[config.mk]
export PLATFORM = sky130hd
export DESIGN_NAME = stream_merge2x1
export DESIGN_NICKNAME = d
export VERILOG_FILES = /design/src/rtl/merge_pkg.sv /design/src/rtl/mux2x1_nbit.sv /design/src/rtl/rr_arb2.sv /design/src/rtl/stream_merge2x1.sv
export SDC_FILE = /design/constraint.sdc
export NUM_CORES = 1
export LEC_CHECK = 0
export CORE_AREA = 2 2 39 41
export CTS_CLUSTER_SIZE = 30
export DETAILED_ROUTE_END_ITERATION = 8
export DIE_AREA = 0 0 41 43
export GPL_TIMING_DRIVEN = 0
export SYNTH_ARGS = -nofsm -noshare
export SYNTH_HDL_FRONTEND = slang
export SYNTH_SLANG_ARGS = --single-unit
export TNS_END_PERCENT = 1
[constraint.sdc]
create_clock -name clk -period 0.9 [get_ports clk]
set_input_delay 0.225 -clock clk [delete_from_list [all_inputs] [get_ports clk]]
set_output_delay 0.225 -clock clk [all_outputs]
set_load 0.005 [all_outputs]
[src/rtl/merge_pkg.sv]
// Shared types and constants for the two-input stream merger.
package merge_pkg;

    typedef enum logic {
        PRI_A = 1'b0,
        PRI_B = 1'b1
    } arb_state_t;

    localparam logic SRC_A = 1'b0;
    localparam logic SRC_B = 1'b1;

endpackage

[src/rtl/mux2x1_nbit.sv]
// Bitwise 2:1 data mux; each sel bit picks d1_i (1) or d0_i (0) for its lane.
module mux2x1_nbit #(
    parameter int unsigned N = 4
) (
    input  logic [N-1:0] d0_i,
    input  logic [N-1:0] d1_i,
    input  logic [N-1:0] sel_i,
    output logic [N-1:0] y_o
);

    assign y_o = (sel_i & d1_i) | (~sel_i & d0_i);

endmodule

[src/rtl/rr_arb2.sv]
// Two-requester round-robin arbiter; priority flips only when a grant is consumed.
module rr_arb2
    import merge_pkg::*;
(
    input  logic clk,
    input  logic rst_n,
    input  logic req_a,
    input  logic req_b,
    input  logic advance,
    output logic grant_a,
    output logic grant_b
);

    arb_state_t state_q, state_d;

    always_ff @(posedge clk or negedge rst_n) begin
        if (!rst_n) begin
            state_q <= PRI_A;
        end else begin
            state_q <= state_d;
        end
    end

    always_comb begin
        grant_a = 1'b0;
        grant_b = 1'b0;
        state_d = state_q;
        unique case (state_q)
            PRI_A: begin
                grant_a = req_a;
                grant_b = req_b && !req_a;
            end
            PRI_B: begin
                grant_b = req_b;
                grant_a = req_a && !req_b;
            end
            default: ;
        endcase
        // A grant that is not consumed (advance low) keeps the current priority.
        if (advance && grant_a) begin
            state_d = PRI_B;
        end else if (advance && grant_b) begin
            state_d = PRI_A;
        end
    end

endmodule

[src/rtl/stream_merge2x1.sv]
// Round-robin merge of two valid/ready streams into one registered output stream.
// Optional MERGE_SRC_TAG_EN adds out_src (0 = A, 1 = B), registered with out_data.
module stream_merge2x1
    import merge_pkg::*;
#(
    parameter int unsigned N = 4
) (
    input  logic         clk,
    input  logic         rst_n,
    input  logic [N-1:0] a_data,
    input  logic         a_valid,
    output logic         a_ready,
    input  logic [N-1:0] b_data,
    input  logic         b_valid,
    output logic         b_ready,
    output logic [N-1:0] out_data,
    output logic         out_valid,
    input  logic         out_ready
`ifdef MERGE_SRC_TAG_EN
    ,
    output logic         out_src
`endif
);

    logic [N-1:0] data_q, data_d;
    logic         valid_q, valid_d;
    logic [N-1:0] mux_y;
    logic         load;
    logic         grant_a, grant_b;
    logic         xfer_a, xfer_b, xfer;

    // Single-entry register with pass-through ready.
    assign load = !valid_q || out_ready;

    rr_arb2 u_arb (
        .clk     (clk),
        .rst_n   (rst_n),
        .req_a   (a_valid),
        .req_b   (b_valid),
        .advance (load),
        .grant_a (grant_a),
        .grant_b (grant_b)
    );

    mux2x1_nbit #(
        .N (N)
    ) u_mux (
        .d0_i  (b_data),
        .d1_i  (a_data),
        .sel_i ({N{grant_a}}),
        .y_o   (mux_y)
    );

    // Readies are held low for the whole time reset is asserted.
    assign a_ready = rst_n && load && grant_a;
    assign b_ready = rst_n && load && grant_b;
    assign xfer_a  = a_valid && a_ready;
    assign xfer_b  = b_valid && b_ready;
    assign xfer    = xfer_a || xfer_b;

    always_comb begin
        valid_d = valid_q;
        data_d  = data_q;
        if (load) begin
            valid_d = xfer;
        end
        if (xfer) begin
            data_d = mux_y;
        end
    end

    always_ff @(posedge clk or negedge rst_n) begin
        if (!rst_n) begin
            valid_q <= 1'b0;
            data_q  <= '0;
        end else begin
            valid_q <= valid_d;
            data_q  <= data_d;
        end
    end

    assign out_valid = valid_q;
    assign out_data  = data_q;

`ifdef MERGE_SRC_TAG_EN
    logic src_q, src_d;

    always_comb begin
        src_d = src_q;
        if (xfer) begin
            src_d = xfer_b ? SRC_B : SRC_A;
        end
    end

    always_ff @(posedge clk or negedge rst_n) begin
        if (!rst_n) begin
            src_q <= SRC_A;
        end else begin
            src_q <= src_d;
        end
    end

    assign out_src = src_q;
`else
    // No source tag: nothing further to register.
`endif

endmodule

==> results.toml, run 1 <==
[cts]
cts_tree = "done"
cts_buffer_count = 3
cts_max_level = 1
clkLatencyLatePin_ns = 0.24
clkSlewWorstSetupHoldPaths_ns = 0.05
clock-root-buffer = "clkbuf_4"
max-clock-path-buffers = 2
clock_sink_count = 6

[power]
p_per_area_nw_per_um2 = 1604
total_leakage_power_uw = 0.0002688
irDropWorstVdd_uv = 665.3

[yosys]
ys_seq_area_frac = 0.5000
postSynthRegisterBits = 6
postSynthCellCount = 27
synth.avg_cell_area_um2 = 11.12
postSynthNetCount = 40
yosys_warnings = 0
mappedNetlistArea_um2 = 300.3
synth.lib_cells_used.distinct = 15

[setup_path]
timing.critical_path.fanout_max = 2
cp_data_arrival_time_ns = 1.05
reg2reg_slack_ns = -0.23
cp.depth = 3
crit_start_category = "flop"
critical_path.max_stage_delay_ns = 0.39
crit_path_cells = "a21bo_2 -> nor2_2 -> buf_2"
timing.critical_path.to_type = "primary output"
worst_ep_required_time_ns = 0.67
crit_slowest_cell = "dfrtp_1"
worst-r2r-cell-count = 4
critical_path_class = "flop to primary output"
timing.critical_path.buf_inv = 1
top_cell_family_by_delay_on_the_critical_path = "flip-flops"

[timing]
final_max_slew_viol_count = 0
final_worst_setup_slack_ns = -0.3784
slew-limit-headroom = 0.8184
rsz0062_at_grt = "yes"
final_period_minus_worst_setup_slack_ns = 1.278
period_utilisation_layout = 1.420
setup_viol = 12
setup_tns_ns = -1.967
tightest_slew_ns = 0.2715
final_hold_viol_count = 0
fmaxAchievable_mhz = 782.3
clock_skew_ns = 0.002484
final.hold.worst_slack_ns = 0.2994

[global_route]
gr-usage-all-layers = 0.1285
grt_antenna_before_repair = 0
maximum_number_of_pins_on_one_net_before_global_route_repair = 11
first_pass_grt_wire_length_um = 1497
grt-ovfl-total = 0
vias_in_the_first_global_route = 380

[detailed_routing]
route.final.wire_length_um = 1010
initialDrtViolationCount = 2
antenna_violating_nets_post_route = 0
routed_wire_length_per_instance_um = 14.23
routed-via-count = 343
detail_route.vias_per_cell = 4.831
drt_first_pass_iters = 2
drt_drc_violations_left = 0

[die]
fp-row-count = 14
initial_core_util = 0.2170
die_width_um = 41
pin_count = 20
chipHeight_um = 43
core-area_um2 = 1384
dieArea_um2 = 1763

[hold_path]
whs_path_depth = 3
timing.hold.worst.class = "input port to flop"

[placed_design]
routabilityCongestion = 0.6809
place_area_um2 = 525.5
hpwl_um = 636.1
post-place-cells = 62
port_buffers = 19

[finish]
final_cell_mix = "8 x clkdlybuf4s50_1, 6 x clkbuf_2, 6 x dfrtp_1"
sequential_standard_cell_area_um2 = 150.1
postLayoutCellArea_um2 = 588.1
post_route_cells_drive_above_1_share = 0.4727
finalCoreUtilization = 0.4250
finish.cell_count_without_fillers = 71
area.growth.synth_to_final_pct = 95.83
layout_commonest_cell = "clkdlybuf4s50_1"
diodes = 0
footprint_of_the_multi_input_gates_um2 = 190.2
layout.filler_cells = 138
num-nets-final = 70

[run_status]
status = "complete, but fails checks"
violations = "negative setup slack"

[flow_run]
max_cap_check_violation_count = 0
[worst register-to-register path, delay by kind of cell (launching register included)]
| kind | cells | cell delay [ns] |
|---|---|---|
| AO/OA/AOI/OAI | 3 | 0.48 |
| flip-flops | 1 | 0.39 |
| buffers and inverters | 1 | 0.15 |
[where the power goes]
part	switching, µW	leakage (µW)	internal (µW)
clock	98.0	0.0000138	151
sequential	30.5	0.0000660	321
combinational	138	0.000189	206
total	266	0.000269	677
[layer usage]
metal | part of all wire | track usage
met1 | 0.43 | 0.1683
met4 | 0 | 0.08000
met3 | 0.13 | 0.04712
met5 | 0 | 0
met2 | 0.45 | 0.1719
[cell families after synthesis]
logic type | synth area share
simple gates | 0.1333
flops | 0.5000
compound gates | 0.3541
buf+inv | 0.01249
[synth_stat cells]
cell type	instances	area, µm²
and2_1	1	6.260
nand2_1	2	7.510
inv_2	1	3.750
a31oi_1	1	6.260
a2bb2oi_1	4	35.03
nor2_1	1	3.750
o32ai_1	4	35.03
o211a_1	1	10.01
nor3_1	1	5.000
nor2b_2	1	8.760
nand2b_2	1	8.760
o21ai_0	1	5.000
dfrtp_1	6	150.1
a21bo_2	1	10.01
a21oi_1	1	5.000
[sequential cells by signal (all words and copies together) (netlist names)]
signal         flops
u_arb.state_q      1
out_data           4
out_valid          1
[final timing paths]
check                              start           to
min                                rst_n    out_valid
max in group asynchronous          rst_n  out_data[0]
min in group asynchronous          rst_n    out_valid
max reg2reg                u_arb.state_q  out_data[3]
max                        u_arb.state_q      a_ready
min reg2reg                  out_data[3]  out_data[3]
[repair_timing]
| item | in CTS | in global routing |
|---|---|---|
| hold buffers | 0 | 1 |
| setup buffers | 4 | 1 |
| hold endpoints to repair | 0 | 6 |
| endpoints found under the setup margin | 12 | 12 |
| gates resized for setup | 24 | 12 |
| pin swaps | 2 | 4 |
[per-stage QoR]
stage,setup WS (ns),total power (µW)
6_report,-0.3784,943.4
5_1_grt,-0.4348,1013
4_1_cts,-0.4120,942.3
3_5_place_dp,-1.121,649.7
3_3_place_gp,-1.096,653.7
2_1_floorplan,-0.06164,476.0
[area by class of cell]
class,instances,area share
Timing Repair Buffer,25,0.3426
Inverter,1,0.006383
Clock buffer,3,0.03830
Multi-Input combinational cell,20,0.3234
Tap cell,16,0.03404
Sequential cell,6,0.2553
Note: power is estimated with default switching activity, not from simulation.
==> inputs of run 2 (changes only) <==
clock period = 1.2 ns   (was 0.9 ns; I/O delays follow)
==> run 2 against run 1 <==
The flow still finishes with violations (negative setup slack). Final cell count down 1.4%. Sequential power down 25%. Via count shrank 11%. Critical endpoint unchanged. Largest cell class unchanged. Highest routed layer unchanged.
==> results.toml, run 2 (same netlist as run 1, synthesis figures left out) <==
[cts]
clock-root-buffer = "clkbuf_4"
clock_sink_count = 6
cts_tree = "done"
max-clock-path-buffers = 2
clkLatencyLatePin_ns = 0.23
cts_max_level = 1
clkSlewWorstSetupHoldPaths_ns = 0.04
cts_buffer_count = 3

[die]
dieArea_um2 = 1763
chipHeight_um = 43
core-area_um2 = 1384
fp-row-count = 14
initial_core_util = 0.2170
die_width_um = 41
pin_count = 20

[timing]
tightest_slew_ns = 0.2532
clock_skew_ns = 0.001070
fmaxAchievable_mhz = 726.8
final.hold.worst_slack_ns = 0.4776
setup_viol = 2
final_max_slew_viol_count = 0
period_utilisation_layout = 1.147
final_period_minus_worst_setup_slack_ns = 1.376
final_hold_viol_count = 0
rsz0062_at_grt = "yes"
final_worst_setup_slack_ns = -0.1758
setup_tns_ns = -0.3084
slew-limit-headroom = 0.8307

[detailed_routing]
routed_wire_length_per_instance_um = 11.29
antenna_violating_nets_post_route = 0
detail_route.vias_per_cell = 4.371
route.final.wire_length_um = 790
drt_first_pass_iters = 1
routed-via-count = 306
initialDrtViolationCount = 0
drt_drc_violations_left = 0

[power]
fraction_of_power_consumed_by_sequential_logic = 0.405
total_switching_power_uw = 162.6
irDropWorstVdd_uv = 546.3
p_per_area_nw_per_um2 = 1149
switching_share = 0.2486
comb_power_share = 0.331
total_leakage_power_uw = 0.0002512
p_int_uw = 491.3
clkPwrFrac = 0.264

[finish]
flip_flop_count_of_the_largest_register_after_layout = 4
area.growth.synth_to_final_pct = 89.58
postLayoutCellArea_um2 = 569.3
num-nets-final = 69
diodes = 0
post_route_cells_drive_above_1_share = 0.2963
layout_commonest_cell = "clkdlybuf4s50_1"
final_cell_mix = "8 x clkdlybuf4s50_1, 6 x dlygate4sd2_1, 6 x dfrtp_1"
finish.cell_count_without_fillers = 70

[flow_run]
max_cap_check_violation_count = 0

[setup_path]
critical_path.reg2reg.startpoint = "u_arb.state_q"
timing.critical_path.to_type = "primary output"
critical_path_class = "flop to primary output"
reg2reg_slack_ns = 0.08
timing.critical_path.fanout_max = 3
worst-r2r-cell-count = 4
r2r-end = "out_data[2]"
worst_ep_required_time_ns = 0.90
crit_start_category = "flop"
cp_data_arrival_time_ns = 1.08

[hold_path]
timing.hold.worst.class = "input port to flop"
holdPathEnd = "out_valid"
timing.hold.worst.start = "rst_n"
whs_path_depth = 3

[global_route]
gr-usage-all-layers = 0.09017
grt_antenna_before_repair = 0
maximum_number_of_pins_on_one_net_before_global_route_repair = 7
grt-ovfl-total = 0
vias_in_the_first_global_route = 253
first_pass_grt_wire_length_um = 1014

[placed_design]
dp_worst_setup_slack_ns = -0.9345
port_buffers = 19
place_area_um2 = 510.5
post-place-cells = 62
routabilityCongestion = 0.6676
hpwl_um = 581.4

[run_status]
violations = "negative setup slack"
status = "complete, but fails checks"
==> run 2: cell count changes in the layout (fill, tap and decap cells not counted), moves of 2 or more <==
cell	before	now
buf_6	2	0
clkbuf_2	6	0
clkdlybuf4s15_1	0	2
dlygate4sd2_1	3	6
o32ai_1	2	4
o32ai_2	2	0
==> run 2: per-layer routing <==
layer  share of wire  track usage
met1            0.46      0.09934
met4               0      0.08000
met3           0.095      0.03665
met5               0            0
met2            0.44       0.1250
==> run 2: critical path, stage by stage, from the launching register on <==
cell and delay [ns]:
dfrtp_1 0.40, a21bo_2 0.24, nor2_1 0.08, buf_2 0.11
==> run 2: area by class of cell <==
class,instances,area (µm²)
fill,153,814.5
timing repair buffer,24,214.0
multi-input combinational,20,158.9
sequential,6,150.1
clock buffer,3,22.52
tap,16,20.02
inverter,1,3.754
==> run 2: worst max path at each step <==
stage,from,to,slack (ns),cells after the start
global placement,rst_n,b_ready,-0.93,4
floorplan,out_valid,b_ready,0.14,3
global route,u_arb.state_q,a_ready,-0.23,3
CTS,u_arb.state_q,a_ready,-0.19,3
finish,u_arb.state_q,a_ready,-0.18,3
detailed placement,rst_n,b_ready,-0.93,4
==> run 2: through the flow <==
step / power (µW) / util
2_1_floorplan: 349.7 / -
3_3_place_gp: 480.2 / 0.3689
3_5_place_dp: 480.0 / 0.3689
4_1_cts: 653.8 / 0.3996
5_1_grt: 702.6 / 0.4114
6_report: 653.9 / 0.4114
==> run 2: power by group through the flow <==
stage               clock network, µW  registers (µW)  logic [µW]
floorplan                           0             269        80.6
global placement                    0             269         212
detailed placement                  0             269         211
CTS                               182             265         208
global route                      195             267         240
finish                            172             265         216
==> run 2: repair_timing <==
action	CTS	global route
setup buffers	2	2
resized for setup	23	1
gates cloned	0	0
hold buffers	1	0
pin swaps	3	3
setup endpoints to repair	11	3
endpoints found under the hold margin	6	0
==> inputs of run 3 (changes only) <==
PLACE_DENSITY = 0.56   (was default)
==> run 3 against run 2 <==
Via count increased by 8.8%. Largest power group unchanged. Final cell count unchanged. Routed wire length rose by 20%. Sequential share of layout area down 0.34 points. Critical path depth did not move. Worst setup slack gained 0.017 ns. The flow still finishes with violations (negative setup slack). Register-to-register slack worse by 0.04 ns. Clock power increased by 7%. Core utilization grew 0.54 points.
==> results.toml, run 3 (same netlist as run 1, synthesis figures left out) <==
[setup_path]
timing.critical_path.to_type = "primary output"
timing.critical_path.fanout_max = 5
crit_slowest_cell = "dfrtp_1"
critical_path.max_stage_delay_ns = 0.41
crit_path_cells = "nor2b_2 -> nor3_2 -> buf_2"
crit_start_category = "flop"
timing.critical_path.buf_inv = 1
top_cell_family_by_delay_on_the_critical_path = "flip-flops"
worst_ep_required_time_ns = 0.90
critical_path_class = "flop to primary output"
cp_data_arrival_time_ns = 1.06

[global_route]
grt_antenna_before_repair = 0
gr-usage-all-layers = 0.1235
first_pass_grt_wire_length_um = 1407
grt.busiest_layer = "met2"
grtUsageMet3 = 0.04712
vias_in_the_first_global_route = 336
grt_use_met2 = 0.1625
grt-ovfl-total = 0
gr-usage-met1 = 0.1617
maximum_number_of_pins_on_one_net_before_global_route_repair = 7

[placed_design]
post-place-cells = 62
place_area_um2 = 510.5
dp_worst_setup_slack_ns = -0.9539
routabilityCongestion = 0.6909
port_buffers = 19

[detailed_routing]
routed-via-count = 333
drt_first_pass_iters = 4
route.final.wire_length_um = 950
routed_wire_length_per_instance_um = 13.57
drt_drc_violations_left = 0
detail_route.vias_per_cell = 4.757
initialDrtViolationCount = 3
antenna_violating_nets_post_route = 0

[die]
chipHeight_um = 43
fp-row-count = 14
core-area_um2 = 1384
initial_core_util = 0.2170
pin_count = 20
dieArea_um2 = 1763
die_width_um = 41

[timing]
final_period_minus_worst_setup_slack_ns = 1.358
rsz0062_at_grt = "yes"
slew-limit-headroom = 0.8018
period_utilisation_layout = 1.132
final_worst_setup_slack_ns = -0.1585
setup_viol = 2
tightest_slew_ns = 0.2963
fmaxAchievable_mhz = 736.1
final_hold_viol_count = 0
final_max_slew_viol_count = 0
clock_skew_ns = 0.001311

[cts]
cts_max_level = 1
clkSlewWorstSetupHoldPaths_ns = 0.04
clkLatencyLatePin_ns = 0.24
cts_buffer_count = 3
clock_sink_count = 6
clock-root-buffer = "clkbuf_4"
cts_tree = "done"
max-clock-path-buffers = 2

[power]
total_leakage_power_uw = 0.0002535
post-layout-total-power_uw = 688.2
irDropWorstVdd_uv = 574.1
p_per_area_nw_per_um2 = 1193

[finish]
area.growth.synth_to_final_pct = 92.08
flip_flop_count_of_the_largest_register_after_layout = 4
layout.filler_cells = 147
sequential_standard_cell_area_um2 = 150.1
num-nets-final = 69
finish.cell_count_without_fillers = 70
final_cell_mix = "8 x clkdlybuf4s50_1, 6 x dfrtp_1"
post_route_cells_drive_above_1_share = 0.3333
postLayoutCellArea_um2 = 576.8
layout_commonest_cell = "clkdlybuf4s50_1"
footprint_of_the_multi_input_gates_um2 = 167.7
diodes = 0

[hold_path]
timing.hold.worst.class = "input port to flop"

[run_status]
status = "complete, but fails checks"
violations = "negative setup slack"

[flow_run]
max_cap_check_violation_count = 0
## run 3: cell types whose count changed in the layout (fill, tap and decap cells not counted)
cell / change
a21bo_2: -1
a21bo_4: +1
clkbuf_2: +1
clkdlybuf4s15_1: +2
dlygate4sd2_1: -3
nor2_1: -1
nor2_2: +1
## run 3: stage by stage
stage / TNS [ns] / hold slack [ns] / util
final: -0.3089 / 0.4517 / 0.4168
after global routing: -0.4735 / 0.4655 / 0.4168
after CTS: -0.3626 / 0.4408 / 0.4069
after detailed placement: -3.485 / 0.5376 / 0.3689
after global placement: -3.354 / 0.5276 / 0.3689
after floorplan: 0 / 0.004409 / -
## run 3: area by class of cell
class / instances / share of cell area
Multi-Input combinational cell: 20 / 0.2907
Sequential cell: 6 / 0.2603
Tap cell: 16 / 0.03471
Inverter: 1 / 0.006508
Clock buffer: 3 / 0.03905
Timing Repair Buffer: 24 / 0.3688
## run 3: final timing paths
check	start	to	slack [ns]	cells after the start
worst max-delay path	u_arb.state_q	b_ready	-0.16	3
worst min-delay path	rst_n	out_valid	0.45	3
worst min register to register	out_data[1]	out_data[1]	0.56	1
worst max register to register	u_arb.state_q	out_data[3]	0.04	4
min in group asynchronous	rst_n	out_data[0]	0.63	2
max in group asynchronous	rst_n	out_valid	0.34	2
## run 3: metal layers
metal | vias to the layer above | part of all wire
met3 | 0 | 0.17
met5 | - | 0
met2 | 22 | 0.37
met1 | 146 | 0.46
met4 | 0 | 0
li1 | 165 | -
## run 3: what timing repair did
item	CTS	global route
setup buffers	3	1
endpoints found under the setup margin	11	10
hold buffers	1	0
hold endpoints to repair	6	0
pin swaps	3	3
resized for setup	24	6
## run 3: power breakdown
part           leakage [µW]  internal, µW  total, µW  switching (µW)
Sequential        0.0000660           241        270            29.4
Clock             0.0000138           113        184            71.1
Combinational      0.000174           149        234            84.6
## run 3: worst min-delay path, delay by kind of cell
kind	cells	cell delay [ns]
buffers and inverters	1	0.22
AOI/OAI and AO/OA	1	0.08
and+or+nand+nor	1	0.05
